## src/rtl/tros_readout_pkg.sv

```systemverilog
// Shared types and constants for the TROS readout path.
// Used by tros_frame_serializer and tros_crc8_serial.
package tros_readout_pkg;

  typedef enum logic [1:0] {
    IDLE,
    SHIFT,
    CRC,
    GAP
  } state_t;

  localparam logic [3:0] PREAMBLE  = 4'b1010;
  localparam logic [7:0] CRC8_POLY = 8'h07;
  localparam int         CHAN_W    = 2;

  function automatic logic [7:0] crc8_step(
    input logic [7:0] crc,
    input logic       bit_in
  );
    logic fb;
    fb = crc[7] ^ bit_in;
    return {crc[6:0], 1'b0} ^ (fb ? CRC8_POLY : 8'h00);
  endfunction

endpackage

```

## src/rtl/tros_crc8_serial.sv

```systemverilog
// Bit-serial CRC-8 (poly 0x07, init 0, no reflection).
// Present only in builds with TROS_FRAME_CRC8_EN.
module tros_crc8_serial
  import tros_readout_pkg::*;
(
  input  logic       clk,
  input  logic       rst_n,
  input  logic       clr,
  input  logic       en,
  input  logic       bit_in,
  output logic [7:0] crc
);

  always_ff @(posedge clk) begin
    if (!rst_n) begin
      crc <= '0;
    end else if (clr) begin
      crc <= '0;
    end else if (en) begin
      crc <= crc8_step(crc, bit_in);
    end
  end

endmodule

```

## src/rtl/tros_frame_serializer.sv

```systemverilog
// Frames a selected cycle count onto a Manchester line.
// Optional CRC-8 trailer: define TROS_FRAME_CRC8_EN.
module tros_frame_serializer
  import tros_readout_pkg::*;
#(
  parameter int COUNTER_LENGTH = 20,
  parameter int NR_CHANNELS    = 3,
  parameter int SYNC_STAGES    = 3,
  parameter int GAP_CYCLES     = 2
) (
  input  logic clk,
  input  logic rst_n,
  input  logic ena,
  input  logic send_req,
  input  logic [CHAN_W-1:0] chan_sel,
  input  logic [NR_CHANNELS*COUNTER_LENGTH-1:0] cycle_counts,
  output logic data_stream,
  output logic busy,
  output logic frame_done
);

  localparam int HDR_W = 4 + CHAN_W;
  localparam int SH_W  = HDR_W + COUNTER_LENGTH;
  localparam int MAX_A = (SH_W > 8) ? SH_W : 8;
  localparam int MAX_C =
    (MAX_A > GAP_CYCLES) ? MAX_A : GAP_CYCLES;
  localparam int CNT_W = $clog2(MAX_C + 1);

  localparam logic [CNT_W-1:0] SH_LAST  =
    CNT_W'(SH_W - 1);
  localparam logic [CNT_W-1:0] GAP_LAST =
    CNT_W'(GAP_CYCLES - 1);
`ifdef TROS_FRAME_CRC8_EN
  localparam logic [CNT_W-1:0] CRC_LAST = CNT_W'(7);
  localparam logic [CNT_W-1:0] PAY_FIRST = CNT_W'(4);
`endif

  logic [SYNC_STAGES-1:0] sync_q;
  logic                   prev_q;
  logic                   req_edge;

  state_t              state_q, state_n;
  logic [SH_W-1:0]     shreg_q, shreg_n;
  logic [CNT_W-1:0]    cnt_q, cnt_n;
  logic                tx_q, tx_n;
  logic                done_q, done_n;
  logic [COUNTER_LENGTH-1:0] sel_count;

`ifdef TROS_FRAME_CRC8_EN
  logic       crc_clr;
  logic       crc_en;
  logic [7:0] crc_val;

  tros_crc8_serial u_crc (
    .clk    (clk),
    .rst_n  (rst_n),
    .clr    (crc_clr),
    .en     (crc_en),
    .bit_in (shreg_q[SH_W-1]),
    .crc    (crc_val)
  );
`endif

  // send_req is asynchronous; prev_q turns the synced level into a pulse
  always_ff @(posedge clk) begin
    if (!rst_n) begin
      sync_q <= '0;
      prev_q <= 1'b0;
    end else begin
      sync_q <= {sync_q[SYNC_STAGES-2:0], send_req};
      prev_q <= sync_q[SYNC_STAGES-1];
    end
  end

  assign req_edge = sync_q[SYNC_STAGES-1] & ~prev_q;

  always_comb begin
    sel_count = '0;
    for (int k = 0; k < NR_CHANNELS; k++) begin
      if (chan_sel == CHAN_W'(k)) begin
        sel_count =
          cycle_counts[k*COUNTER_LENGTH +: COUNTER_LENGTH];
      end
    end
  end

  always_ff @(posedge clk) begin
    if (!rst_n) begin
      state_q <= IDLE;
      shreg_q <= '0;
      cnt_q   <= '0;
      tx_q    <= 1'b0;
      done_q  <= 1'b0;
    end else begin
      state_q <= state_n;
      shreg_q <= shreg_n;
      cnt_q   <= cnt_n;
      tx_q    <= tx_n;
      done_q  <= done_n;
    end
  end

  // With ena low everything holds, so the frame resumes in place
  always_comb begin
    state_n = state_q;
    shreg_n = shreg_q;
    cnt_n   = cnt_q;
    tx_n    = tx_q;
    done_n  = 1'b0;
`ifdef TROS_FRAME_CRC8_EN
    crc_clr = 1'b0;
    crc_en  = 1'b0;
`endif
    if (ena) begin
      unique case (state_q)
        IDLE: begin
          tx_n = 1'b0;
          if (req_edge) begin
            state_n = SHIFT;
            shreg_n = {PREAMBLE, chan_sel, sel_count};
            cnt_n   = '0;
`ifdef TROS_FRAME_CRC8_EN
            crc_clr = 1'b1;
`endif
          end
        end
        SHIFT: begin
          tx_n    = shreg_q[SH_W-1];
          shreg_n = {shreg_q[SH_W-2:0], 1'b0};
          cnt_n   = cnt_q + 1'b1;
`ifdef TROS_FRAME_CRC8_EN
          crc_en  = (cnt_q >= PAY_FIRST);
`endif
          if (cnt_q == SH_LAST) begin
            cnt_n = '0;
`ifdef TROS_FRAME_CRC8_EN
            state_n = CRC;
`else
            state_n = GAP;
`endif
          end
        end
        CRC: begin
`ifdef TROS_FRAME_CRC8_EN
          tx_n  = crc_val[~cnt_q[2:0]];
          cnt_n = cnt_q + 1'b1;
          if (cnt_q == CRC_LAST) begin
            cnt_n   = '0;
            state_n = GAP;
          end
`else
          tx_n    = 1'b0;
          cnt_n   = '0;
          state_n = GAP;
`endif
        end
        GAP: begin
          tx_n  = 1'b0;
          cnt_n = cnt_q + 1'b1;
          if (cnt_q == GAP_LAST) begin
            cnt_n   = '0;
            state_n = IDLE;
            done_n  = 1'b1;
          end
        end
        default: begin
          state_n = IDLE;
          cnt_n   = '0;
          tx_n    = 1'b0;
        end
      endcase
    end
  end

  assign busy        = (state_q != IDLE);
  assign frame_done  = done_q;
  assign data_stream = (tx_q & ena) ^ clk;

endmodule

```

## config.mk

```make
export PLATFORM = sky130hd
export DESIGN_NAME = tros_frame_serializer
export DESIGN_NICKNAME = d
export VERILOG_FILES = /design/src/rtl/tros_readout_pkg.sv /design/src/rtl/tros_crc8_serial.sv /design/src/rtl/tros_frame_serializer.sv
export SDC_FILE = /design/constraint.sdc
export NUM_CORES = 1
export LEC_CHECK = 0
export ABC_AREA = 1
export CAP_MARGIN = 5
export CORE_MARGIN = 10
export CORE_UTILIZATION = 40
export CTS_CLUSTER_DIAMETER = 50
export DETAILED_ROUTE_END_ITERATION = 12
export GPL_ROUTABILITY_DRIVEN = 0
export PLACE_DENSITY = 0.76
export SYNTH_ARGS = -nofsm -noshare
export SYNTH_HDL_FRONTEND = slang
export SYNTH_SLANG_ARGS = --single-unit
```

## constraint.sdc

```tcl
create_clock -name clk -period 1.7 [get_ports clk]
set_input_delay 0.34 -clock clk [delete_from_list [all_inputs] [get_ports clk]]
set_output_delay 0.34 -clock clk [all_outputs]
set_load 0.01 [all_outputs]
```

# --- After elaboration in Yosys (flattened, before gate mapping) ---
# Index checks and enable logic that the tools add are counted.
word_totals:
  regBits: 39
  latchBits: 0
  ram_bits: 0
  rom_bits: 0
  out_inout_bits: 3
  wordCells: 46
  mem_count: 0
op_classes:
  n_addsub: 1
  mul: 0
  n_div: 0
  magnitude_cmp: 0
  eq_ne: 10
  shift: 0
  mux: 15
  bitwise_logic: 4
  reduce_logical: 9
ops:
  columns: ["cell", "count"]
  rows:
  - ["two-way mux 20 bit", 3]
  - ["one-hot mux 26 bit (2 select lines)", 1]
  - ["two-way mux 26 bit", 1]
  - ["one-hot mux 5 bit (4 select lines)", 1]
  - ["two-way mux 5 bit", 3]
  - ["one-hot mux 2 bit (4 select lines)", 1]
  - ["== test 2 bit, second input constant", 3]
  - ["two-way mux 2 bit", 3]
  - ["inequality test 2 bit, second input constant", 3]
  - ["AND reduction 3 bit", 2]
  - ["adder 5 x 1 -> 5 bit, second input constant", 1]
  - ["== test 5 x 1 -> 1 bit, second input constant", 1]
  - ["== test 5 bit, second input constant", 1]
  - ["== test 2 x 1 -> 1 bit, second input constant", 2]
  - ["logical NOT 2 bit", 2]
  - ["AND reduction 4 bit", 1]
  - ["nonzero test 2 bit", 2]
  - ["OR reduction 3 bit", 1]
  - ["bitwise AND 1 bit", 2]
  - ["one-hot mux 1 bit (2 select lines)", 1]
  - ["AND reduction 2 bit", 1]
  - ["two-way mux 1 bit", 1]
  - ["NOT 1 bit", 1]
  - ["bitwise XOR 1 bit", 1]

# --- Logic depth before layout (Yosys ltp) ---
depth:
  ltp_word: 6
  ltp_mapped: 11

==> reports/metrics.cfg <==
[routing]
vias = 2703
firstDrtPassIters = 4
drtIter0Drc = 109
ant_nets = 0
avgViaCountPerCell = 4.54
wl_um = 6610
wl_per_cell_um = 11.1
drc = 0

[worst_setup_path]
cp_slowest_cell = buf_2
path_class = clock port to output port
required_ns = 1.36
path_cells = clkbuf_8 > xnor2_2 > buf_2
crit_arrival_ns = 1.25
slowest_delay_ns = 0.15
cp-end-kind = output port
cp_max_fo = 2
start_kind = clock port

[synthesis]
synth_fp_nets = 511
syn_inst = 438
yosys-top-cells-area = dfxtp_1 31%, nand2_1 27%, inv_1 12%
synth_largest_area_cell = dfxtp_1
avgSynthCellArea_um2 = 5.77
syn-cell-area_mm2 = 0.00253
ys_warn_count = 0
netlist.area_leader.share_pct = 30.9
ys_seq_elements = 39
ys_types = 21
seq_area_frac_synth_pct = 30.9

[cells_and_area]
final_util_pct = 59.1
antenna_cells = 0
nets = 593
syn_to_final_growth_pct = 40.9
drive_gt1_share_pct = 11.1
final_area_mm2 = 0.00356
n_fill_cell = 583

[timing]
period_needed_ns = 1.59
setup_viol = 0
worstMarginPinSlew_ns = 0.256
fmax_ghz = 0.633
slew_violations = 0
grt_setup_unrepaired = no
post-route-period-util_pct = 93.6
clock_skew_ns = 0.00552
hold_violations = 0
relSlewSlack_pct = 82.9

[job]
drv_cap = 0

[pwr]
p_per_area_mw_per_mm2 = 757
p_leak_nw = 1.87
ir_drop_v = 0.000451

[die]
num_rows = 28
fp.dieW_um = 99.5
die_h_um = 99.5
dieArea_mm2 = 0.00990
io_pins = 69
start_util_pct = 42.0
core_area_mm2 = 0.00603

[placement]
dpl.hpwl_um = 5160
portBuffers = 68
post_dp_cell_area_mm2 = 0.00343

[global_route]
gr-total-overflow = 0
use_met1_pct = 14.7
grt_max_degree = 29
first_global_vias = 2643
grt_pass1_wl_um = 11300
grt_usage_pct = 13.4
antenna_found_initial = 0
met2_usage_pct = 23.5
met3_usage_pct = 4.50
busiest_layer = met2

[cts]
clk_latency_ns = 0.40
cts_tree = done
clk_pin_slew_ns = 0.08

[status]
status = complete, no violations

[hold_path]
min_path_type = flip-flop to flip-flop

## synth_stat cells, drive strengths merged
library cell / count
a21oi: 29
nand4: 3
clkbuf: 5
nand3: 28
xnor2: 1
buf: 13
or2: 1
nand2: 184
ha: 7
o21ai: 7
inv: 84
dfxtp: 39
nor2: 37
## per-layer routing
layer  routed length [µm]  vias up
met5                    0        -
met4                  107        0
met3                  294       10
met2                 3180       52
met1                 3020     1185
li1                     -     1456
## flip-flops by register name (all words and copies together), names as in the netlist
| register | cells |
|---|---|
| tx_q | 1 |
| frame_done | 1 |
| state_q | 2 |
| cnt_q | 5 |
| shreg_q | 26 |
| prev_q | 1 |
| sync_q | 3 |
## cell families (layout without fill, tap and decap cells)
group / Yosys count / in the layout / synth area share (%)
compound gates: 36 / 36 / 8.02
xor+xnor: 1 / 1 / 0.346
buf+inv: 102 / 185 / 16.7
fa+ha+maj: 7 / 7 / 3.46
simple gates: 253 / 253 / 40.6
flops: 39 / 39 / 30.9
## path summary, 6_finish.rpt
check	from	slack [ns]	cells past startpoint	to
worst max register to register	state_q[1]$_SDFFE_PN0P_	0.18	10	shreg_q[19]$_SDFFE_PN0P_
worst max-delay path	clk	0.11	3	data_stream
worst min register to register	sync_q[0]$_SDFF_PN0_	0.42	2	sync_q[1]$_SDFF_PN0_
worst min-delay path	sync_q[0]$_SDFF_PN0_	0.42	2	sync_q[1]$_SDFF_PN0_
## layout by cell type, fill, tap and decap left out, types with 2 or more instances in the layout
| master | synthesis | routed |
|---|---|---|
| nand2_1 | 183 | 183 |
| inv_1 | 82 | 81 |
| clkdlybuf4s50_1 | 0 | 66 |
| dfxtp_1 | 39 | 38 |
| nand3_1 | 28 | 28 |
| nor2_1 | 27 | 27 |
| a21oi_1 | 25 | 25 |
| buf_4 | 0 | 18 |
| nor2_2 | 10 | 10 |
| clkbuf_8 | 0 | 7 |
| o21ai_0 | 5 | 5 |
| ha_1 | 7 | 5 |
| buf_12 | 0 | 5 |
| inv_2 | 2 | 3 |
| a21oi_2 | 3 | 3 |
| nand4_1 | 3 | 3 |
| o21ai_1 | 2 | 2 |
| clkinvlp_4 | 0 | 2 |
| buf_2 | 7 | 2 |
## worst max-delay path: cells and delay by family
| kind | cells | cell delay (ns) |
|---|---|---|
| buffers and inverters | 2 | 0.26 |
| xor gates and xnor gates | 1 | 0.14 |
## timing repair
item	in CTS	in global routing
resized for setup	11	3
setup buffers	0	0
hold buffers	0	0
pin swaps	1	2
endpoints found under the setup margin	2	6
## per-stage QoR
| stage | setup TNS (ns) | setup slack, ns | hold slack, ns | std cells | power [W] |
|---|---|---|---|---|---|
| floorplan | 0 | 0.174 | 0.390 | 438 | 0.00156 |
| global placement | -1.13 | -0.177 | 0.393 | 586 | 0.00193 |
| detailed placement | -1.59 | -0.182 | 0.400 | 586 | 0.00196 |
| CTS | -0.00225 | -0.00225 | 0.420 | 597 | 0.00280 |
| global route | 0 | 0.0537 | 0.434 | 596 | 0.00290 |
| finish | 0 | 0.108 | 0.422 | 596 | 0.00270 |
## where the power goes
part | switching, W | total, W | internal [W]
sequential | 0.0000468 | 0.00105 | 0.00100
combinational | 0.000409 | 0.000811 | 0.000402
clock | 0.000402 | 0.000835 | 0.000434
total | 0.000857 | 0.00270 | 0.00184
## cell type report
cell class	instances	area [µm²]	share of cell area [%]
flip-flops and latches	39	782	22.0
multi-input cells	297	1350	37.9
inverters	84	315	8.85
repair buffers	90	901	25.3
clock inverters	3	20.0	0.562
well taps	75	93.8	2.63
clock buffers	8	101	2.85
No activity file was read; power rests on OpenSTA's default activity.
